`config.mk`:
```
export PLATFORM = sky130hd
export DESIGN_NAME = board_button_pulser_flat
export DESIGN_NICKNAME = d
export VERILOG_FILES = /design/src/rtl/board_button_pulser_pkg.sv /design/src/rtl/board_button_pulser_if.sv /design/src/rtl/board_button_pulser_btn_channel.sv /design/src/rtl/board_button_pulser.sv /design/src/flat_wrapper.sv
export SDC_FILE = /design/constraint.sdc
export NUM_CORES = 1
export LEC_CHECK = 0
export ABC_AREA = 1
export CORE_AREA = 2 2 155 157
export CTS_BUF_LIST = sky130_fd_sc_hd__clkbuf_16
export CTS_CLUSTER_DIAMETER = 150
export CTS_CLUSTER_SIZE = 40
export DETAILED_ROUTE_END_ITERATION = 6
export DIE_AREA = 0 0 157 159
export DONT_BUFFER_PORTS = 1
export PLACE_DENSITY_LB_ADDON = 0.25
export SYNTH_ARGS = -nofsm -noshare
export SYNTH_HDL_FRONTEND = slang
export SYNTH_SLANG_ARGS = --single-unit
export TNS_END_PERCENT = 100
```
`constraint.sdc`:
```
create_clock -name clk -period 1.96 [get_ports clk]
set_input_delay 0.196 -clock clk [delete_from_list [all_inputs] [get_ports clk]]
set_output_delay 0.196 -clock clk [all_outputs]
set_load 0.02 [all_outputs]
```
`src/rtl/board_button_pulser_pkg.sv`:
```
`default_nettype none
// ============================================================================
// Module  : board_button_pulser_pkg
// Brief   : Shared state encodings, 100 MHz timing defaults and counter sizing
//           for the push-button conditioner.
// Revision: 1.0 - initial release
// ============================================================================
package board_button_pulser_pkg;

    typedef enum logic [1:0] {
        BTN_IDLE   = 2'd0,
        BTN_PRESS  = 2'd1,
        BTN_REPEAT = 2'd2
    } btn_state_t;

    localparam int unsigned c_deb_cyc_100m    = 2_000_000;   // 20 ms
    localparam int unsigned c_repeat_dly_100m = 50_000_000;  // 0.5 s
    localparam int unsigned c_repeat_per_100m = 10_000_000;  // 0.1 s

    // One width covers both the debounce and the hold/repeat counter.
    function automatic int unsigned cnt_width(input int unsigned a,
                                              input int unsigned b,
                                              input int unsigned c);
        int unsigned m;
        m = a;
        if (b > m) m = b;
        if (c > m) m = c;
        return $clog2(m + 1);
    endfunction

endpackage
`default_nettype wire

```
`src/rtl/board_button_pulser_if.sv`:
```
`default_nettype none
// ============================================================================
// Module  : board_button_pulser_if
// Brief   : Button pins in, debounced levels and press/release strobes out.
// Revision: 1.0 - initial release
// ============================================================================
interface board_button_pulser_if #(
    parameter int unsigned N_BTN = 4
);
    logic [N_BTN-1:0] btn_raw;
    logic [N_BTN-1:0] btn_level;
    logic [N_BTN-1:0] press_pulse;
    logic [N_BTN-1:0] rel_pulse;

    modport master (
        output btn_raw,
        input  btn_level,
        input  press_pulse,
        input  rel_pulse
    );

    modport slave (
        input  btn_raw,
        output btn_level,
        output press_pulse,
        output rel_pulse
    );
endinterface
`default_nettype wire

```
`src/rtl/board_button_pulser_btn_channel.sv`:
```
`default_nettype none
// ============================================================================
// Module  : btn_channel
// Brief   : One button: 2-FF synchronizer, debounce counter and
//           IDLE/PRESS/REPEAT strobe FSM with registered outputs.
// Revision: 1.0 - initial release
// ============================================================================
module btn_channel
    import board_button_pulser_pkg::*;
#(
    parameter int unsigned DEB_CYC    = c_deb_cyc_100m,
    parameter int unsigned REPEAT_DLY = c_repeat_dly_100m,
    parameter int unsigned REPEAT_PER = c_repeat_per_100m,
    parameter bit          REPEAT_EN  = 1'b0
) (
    input  wire  clk,
    input  wire  rst_n,
    input  wire  i_btn_raw,
    output logic o_btn_level,
    output logic o_press_pulse,
    output logic o_rel_pulse
);

    localparam int unsigned c_cnt_w = cnt_width(DEB_CYC, REPEAT_DLY, REPEAT_PER);

    localparam logic [c_cnt_w-1:0] c_one      = c_cnt_w'(1);
    localparam logic [c_cnt_w-1:0] c_cnt_max  = '1;
    localparam logic [c_cnt_w-1:0] c_deb_last = c_cnt_w'(DEB_CYC - 1);
    localparam logic [c_cnt_w-1:0] c_dly_last = c_cnt_w'(REPEAT_DLY - 1);
    localparam logic [c_cnt_w-1:0] c_per_last = c_cnt_w'(REPEAT_PER - 1);

    logic               r_meta;
    logic               r_sync;
    logic               r_level;
    logic               r_press;
    logic               r_rel;
    logic [c_cnt_w-1:0] r_deb;
    logic [c_cnt_w-1:0] r_hold;
    btn_state_t         r_state;

    logic w_change;
    logic w_accept;

    assign w_change = (r_sync != r_level);
    assign w_accept = w_change && (r_deb == c_deb_last);

    always_ff @(posedge clk or negedge rst_n) begin
        if (!rst_n) begin
            r_meta  <= 1'b0;
            r_sync  <= 1'b0;
            r_level <= 1'b0;
            r_press <= 1'b0;
            r_rel   <= 1'b0;
            r_deb   <= '0;
            r_hold  <= '0;
            r_state <= BTN_IDLE;
        end else begin
            r_meta  <= i_btn_raw;
            r_sync  <= r_meta;
            r_press <= 1'b0;
            r_rel   <= 1'b0;

            if (!w_change || w_accept) begin
                r_deb <= '0;
            end else if (r_deb != c_cnt_max) begin
                r_deb <= r_deb + c_one;
            end

            if (w_accept) begin
                r_level <= r_sync;
            end

            // Release has priority over a repeat strobe due in the same cycle.
            case (r_state)
                BTN_IDLE: begin
                    r_hold <= '0;
                    if (w_accept && r_sync) begin
                        r_state <= BTN_PRESS;
                        r_press <= 1'b1;
                    end
                end
                BTN_PRESS: begin
                    if (w_accept && !r_sync) begin
                        r_state <= BTN_IDLE;
                        r_rel   <= 1'b1;
                        r_hold  <= '0;
                    end else if (REPEAT_EN) begin
                        if (r_hold == c_dly_last) begin
                            r_state <= BTN_REPEAT;
                            r_press <= 1'b1;
                            r_hold  <= '0;
                        end else if (r_hold != c_cnt_max) begin
                            r_hold <= r_hold + c_one;
                        end
                    end
                end
                BTN_REPEAT: begin
                    if (w_accept && !r_sync) begin
                        r_state <= BTN_IDLE;
                        r_rel   <= 1'b1;
                        r_hold  <= '0;
                    end else if (r_hold == c_per_last) begin
                        r_press <= 1'b1;
                        r_hold  <= '0;
                    end else if (r_hold != c_cnt_max) begin
                        r_hold <= r_hold + c_one;
                    end
                end
                default: begin
                    r_state <= BTN_IDLE;
                    r_hold  <= '0;
                end
            endcase
        end
    end

    assign o_btn_level   = r_level;
    assign o_press_pulse = r_press;
    assign o_rel_pulse   = r_rel;

endmodule
`default_nettype wire

```
`src/rtl/board_button_pulser.sv`:
```
`default_nettype none
// ============================================================================
// Module  : board_button_pulser
// Brief   : N independent button channels turning raw pins into debounced
//           levels and single-cycle press/release strobes.
// Revision: 1.0 - initial release
// ============================================================================
module board_button_pulser
    import board_button_pulser_pkg::*;
#(
    parameter int unsigned N_BTN      = 4,
    parameter int unsigned DEB_CYC    = c_deb_cyc_100m,
    parameter int unsigned REPEAT_DLY = c_repeat_dly_100m,
    parameter int unsigned REPEAT_PER = c_repeat_per_100m,
    parameter bit          REPEAT_EN  = 1'b0
) (
    input  wire                   clk,
    input  wire                   rst_n,
    board_button_pulser_if.slave  bus
);

    for (genvar gi = 0; gi < N_BTN; gi++) begin : g_ch
        btn_channel #(
            .DEB_CYC    (DEB_CYC),
            .REPEAT_DLY (REPEAT_DLY),
            .REPEAT_PER (REPEAT_PER),
            .REPEAT_EN  (REPEAT_EN)
        ) u_ch (
            .clk           (clk),
            .rst_n         (rst_n),
            .i_btn_raw     (bus.btn_raw[gi]),
            .o_btn_level   (bus.btn_level[gi]),
            .o_press_pulse (bus.press_pulse[gi]),
            .o_rel_pulse   (bus.rel_pulse[gi])
        );
    end

endmodule
`default_nettype wire

```
`src/flat_wrapper.sv`:
```
// flat-port wrapper written by rule: the top's interface ports become plain ports
module board_button_pulser_flat import board_button_pulser_pkg::*;
#(
    parameter int unsigned N_BTN      = 4,
    parameter int unsigned DEB_CYC    = c_deb_cyc_100m,
    parameter int unsigned REPEAT_DLY = c_repeat_dly_100m,
    parameter int unsigned REPEAT_PER = c_repeat_per_100m,
    parameter bit          REPEAT_EN  = 1'b0
)
  (clk, rst_n, bus_btn_raw, bus_btn_level, bus_press_pulse, bus_rel_pulse);
  board_button_pulser_if #(.N_BTN(N_BTN)) bus_i ();
  input  wire clk;
  input  wire rst_n;
  input wire logic [$bits(bus_i.btn_raw)-1:0] bus_btn_raw;
  output wire logic [$bits(bus_i.btn_level)-1:0] bus_btn_level;
  output wire logic [$bits(bus_i.press_pulse)-1:0] bus_press_pulse;
  output wire logic [$bits(bus_i.rel_pulse)-1:0] bus_rel_pulse;
  assign bus_i.btn_raw = bus_btn_raw;
  assign bus_btn_level = bus_i.btn_level;
  assign bus_press_pulse = bus_i.press_pulse;
  assign bus_rel_pulse = bus_i.rel_pulse;
  board_button_pulser #(.N_BTN(N_BTN), .DEB_CYC(DEB_CYC), .REPEAT_DLY(REPEAT_DLY), .REPEAT_PER(REPEAT_PER), .REPEAT_EN(REPEAT_EN)) u_core (.clk(clk), .rst_n(rst_n), .bus(bus_i));
endmodule
```
==> run_results.csv <==
group,metric,value,unit
synth,syn_inst,1133,
clock_network,cts_sinks,128,
global_routing,grt_util_met1,22.7,%
clock_network,cts.path.max_buffers,2,
global_routing,grt_use_met2,26.5,%
worst_setup_path,rr_worst_depth,8,
status,status,"finished, violations left",
worst_setup_path,path_max_fanout,23,
flow_run,maxCapViolations,0,
placement,routabilityCongestion,0.869,
layout,stdcell_count,1483,
synth,avgSynthCellArea,7.05,µm²
placement,dp_hpwl,14100,µm
floorplan,die_w,157,µm
sta,skew,0.00802,ns
pwr,power_leakage,4.08,nW
worst_setup_path,reg2reg_from,"u_core.g_ch[2].u_ch.r_deb[1]",
sta,finalCritPeriodShare,89.9,%
layout,final_area,9010,µm²
sta,finalSetupViolations,0,
synth,postSynthNetCount,1143,
sta,rsz0062_at_grt,"no",
sta,tightest_slew,0.518,ns
detailed_routing,wl_per_cell,13.0,µm
layout,area_growth,12.7,%
worst_setup_path,crit_buf_inv,0,
clock_network,cts_tree,"done",
sta,relSlewSlack,65.5,%
status,violations,"hold timing",
placement,place_area,8320,µm²
synth,ys_ff_latch,128,
detailed_routing,vias,6786,
synth,synthFlopType,"dfrtp_1",
global_routing,grt_pass1_wl,33000,µm
pwr,p_per_area,707,nW/µm²
sta,fmax,0.568,GHz
worst_setup_path,timing.critical_path.mode_cell,"nor2_1",
worst_setup_path,end_kind,"register",
floorplan,die-height,159,µm
worst_setup_path,ff2ff_setup_slack,0.20,ns
global_routing,overflow,0,
clock_network,h-tree-depth,4,
worst_setup_path,crit_chain,"ha_1 > nand3_1 > nor2_1 > nand2_1 > nor2_1 > nor2_1 > nand2_4 > o21ai_0",
clock_network,cts_buffers,17,
clock_network,path_clk_slew,0.06,ns
layout,nets,1161,
floorplan,design.die.area,25000,µm²
global_routing,grt_usage,16.5,%
worst_setup_path,cp_slowest_cell,"dfrtp_1",
clock_network,cts.hold.buffers_added,4,
global_routing,grt_max_degree,129,
worst_setup_path,worstSetupStartpointType,"register",
worst_setup_path,crit_family,"simple AND/OR/NAND/NOR gates",
synth,yosysWarningCount,0,
worst_setup_path,critPathKind,"reg -> reg",
detailed_routing,via_per_inst,4.58,
placement,port_buffers,0,
sta,hold_viol,128,
sta,finalMaxSlewViolations,0,
global_routing,antenna_found_initial,0,
clock_network,post_cts_buffers,0,
floorplan,std_cell_rows,56,
detailed_routing,drc_errors,0,
pwr,irDropWorstVdd,486,µV
global_routing,grt_pass1_vias,6671,
floorplan,start_util,34.5,%
synth,async_flop_share,100,%
floorplan,core,23200,µm²
synth,yosysSeqAreaShare,40.1,%
detailed_routing,drtIter0Drc,361,
placement,dpl.cell_count,1447,
sta,hold_slack,-0.536,ns
worst_setup_path,r2r_end,"u_core.g_ch[2].u_ch.r_deb[4]",
worst_setup_path,arrival,2.05,ns
clock_network,cts-root-buf,"clkbuf_16",
synth,synth_edf_count,0,
clock_network,clk-insertion-delay-late,0.43,ns
worst_setup_path,worstPathRequired,2.24,ns
detailed_routing,drt_first_pass_iters,5,
synth,syn_area,7990,µm²
worst_setup_path,slowest_delay,0.37,ns
detailed_routing,ant_nets,0,
synth,synth.distinct_cells,32,
global_routing,use_met3,3.10,%
hold_path,hold_class,"in -> async",
sta,finalCriticalPeriod,1.76,ns
layout,insertedDiodeCount,0,
detailed_routing,drt_wl_total,19200,µm
layout,drive_above_1_share,11.0,%
global_routing,top_usage_layer,"met2",
floorplan,io_pins,18,
[worst max path at each step]
| stage | start | endpoint | slack [ns] | depth (start not counted) |
|---|---|---|---|---|
| global route | u_core.g_ch[2].u_ch.r_deb[1] | u_core.g_ch[2].u_ch.r_deb[2] | 0.03 | 8 |
| CTS | u_core.g_ch[0].u_ch.r_deb[0] | u_core.g_ch[0].u_ch.r_deb[12] | 0.06 | 9 |
| finish | u_core.g_ch[2].u_ch.r_deb[1] | u_core.g_ch[2].u_ch.r_deb[4] | 0.20 | 8 |
| floorplan | u_core.g_ch[2].u_ch.r_deb[0] | u_core.g_ch[2].u_ch.r_deb[10] | 0.33 | 9 |
| detailed placement | u_core.g_ch[3].u_ch.r_deb[1] | u_core.g_ch[3].u_ch.r_deb[25] | -0.02 | 8 |
| global placement | u_core.g_ch[3].u_ch.r_deb[1] | u_core.g_ch[3].u_ch.r_deb[22] | -0.009 | 8 |
[cells in the mapped netlist (9+ instances only)]
cell type / number / area [µm²]
nand2_1: 350 / 1310
nor2_1: 219 / 822
dfrtp_1: 128 / 3200
inv_1: 125 / 469
nand3_1: 96 / 480
xor2_1: 45 / 394
o21ai_2: 24 / 210
o21ai_0: 21 / 105
a21oi_1: 17 / 85.1
buf_4: 14 / 105
xnor2_1: 11 / 96.3
a21oi_2: 10 / 87.6
buf_6: 9 / 101
nor2_4: 9 / 101
[cell usage in the layout, fill, tap and decap left out]
| cell | n |
|---|---|
| a21oi_1 | 17 |
| clkbuf_16 | 17 |
| nor2_4 | 9 |
| o22ai_2 | 1 |
| xnor2_1 | 11 |
| a21oi_2 | 10 |
| and2_4 | 1 |
| clkinv_2 | 4 |
| buf_4 | 22 |
| nand4_1 | 7 |
| dfrtp_1 | 127 |
| clkinv_1 | 1 |
| nand2_2 | 5 |
| o21ai_0 | 21 |
| and2_1 | 1 |
| and3_1 | 1 |
| dfrtp_2 | 1 |
| nand2_1 | 350 |
| nand3_2 | 2 |
| xor2_1 | 45 |
| nand3b_1 | 1 |
| nand2_4 | 9 |
| o21bai_1 | 2 |
| nand3_1 | 96 |
| nor2_1 | 218 |
| nor3_1 | 3 |
| dlygate4sd3_1 | 4 |
| o21ai_2 | 24 |
| bufinv_16 | 5 |
| nor2_2 | 8 |
| o211ai_1 | 1 |
| clkinv_4 | 3 |
| inv_1 | 126 |
| ha_1 | 4 |
| inv_6 | 2 |
| inv_2 | 5 |
[per-stage QoR]
stage | power (mW) | setup WS [ns] | utilization, % | TNS, ns | hold WS (ns)
5_1_grt | 6.59 | 0.0284 | 38.9 | 0 | -0.558
2_1_floorplan | 2.85 | 0.330 | - | 0 | -0.0996
4_1_cts | 6.45 | 0.0597 | 38.8 | 0 | -0.555
3_5_place_dp | 2.90 | -0.0198 | 35.9 | -0.0822 | -0.0960
3_3_place_gp | 2.90 | -0.00882 | 35.9 | -0.0119 | -0.0967
6_report | 6.37 | 0.198 | 38.9 | 0 | -0.536
[layout make-up]
cell class	instances	area (µm²)
fill	2419	14200
multi-input combinational	847	4070
sequential	128	3200
inverter	131	493
clock buffer	17	425
tap	319	399
clock inverter	15	216
timing repair buffer	26	205
[flip-flops by register name, summed over array words and instances (netlist names)]
name,count
u_core.g_ch.u_ch.o_press_pulse,4
u_core.g_ch.u_ch.o_rel_pulse,4
u_core.g_ch.u_ch.r_meta,4
u_core.g_ch.u_ch.o_btn_level,4
u_core.g_ch.u_ch.r_deb,104
u_core.g_ch.u_ch.r_sync,4
u_core.g_ch.u_ch.r_state,4
[kinds of logic after synthesis]
kind of cell             after synthesis  share of synthesized area [%]
AO/OA/AOI/OAI                         76                           6.54
XOR/XNOR                              56                           6.14
adder cells (fa/ha/maj)                4                          0.626
buffers and inverters                158                           9.19
flip-flops                           128                           40.1
AND/OR/NAND/NOR                      711                           37.4
[where the power goes]
group,internal [mW],switching (mW)
Combinational,0.0560,0.0968
Sequential,2.67,0.0290
Clock,2.25,1.26
[worst reg2reg max path, cell delays in order (launching register included)]
cell and delay [ns]:
dfrtp_1 0.37, ha_1 0.24, nand3_1 0.16, nor2_1 0.15, nand2_1 0.06, nor2_1 0.12, nor2_1 0.09, nand2_4 0.28
o21ai_0 0.16
[repair_timing]
item                                   4_1_cts  5_1_grt
setup endpoints to repair                    7       32
endpoints found under the hold margin      132      128
gates cloned                                 0        0
gates resized for setup                      1        3
[per-layer routing]
| metal | wire, µm | vias up | part of all wire, % |
|---|---|---|---|
| li1 | - | 3530 | - |
| met1 | 9410 | 3130 | 49 |
| met2 | 8790 | 104 | 46 |
| met3 | 733 | 22 | 3.8 |
| met4 | 272 | 0 | 1.4 |
| met5 | 0 | - | 0 |
Power figures use the tool's default switching activity.
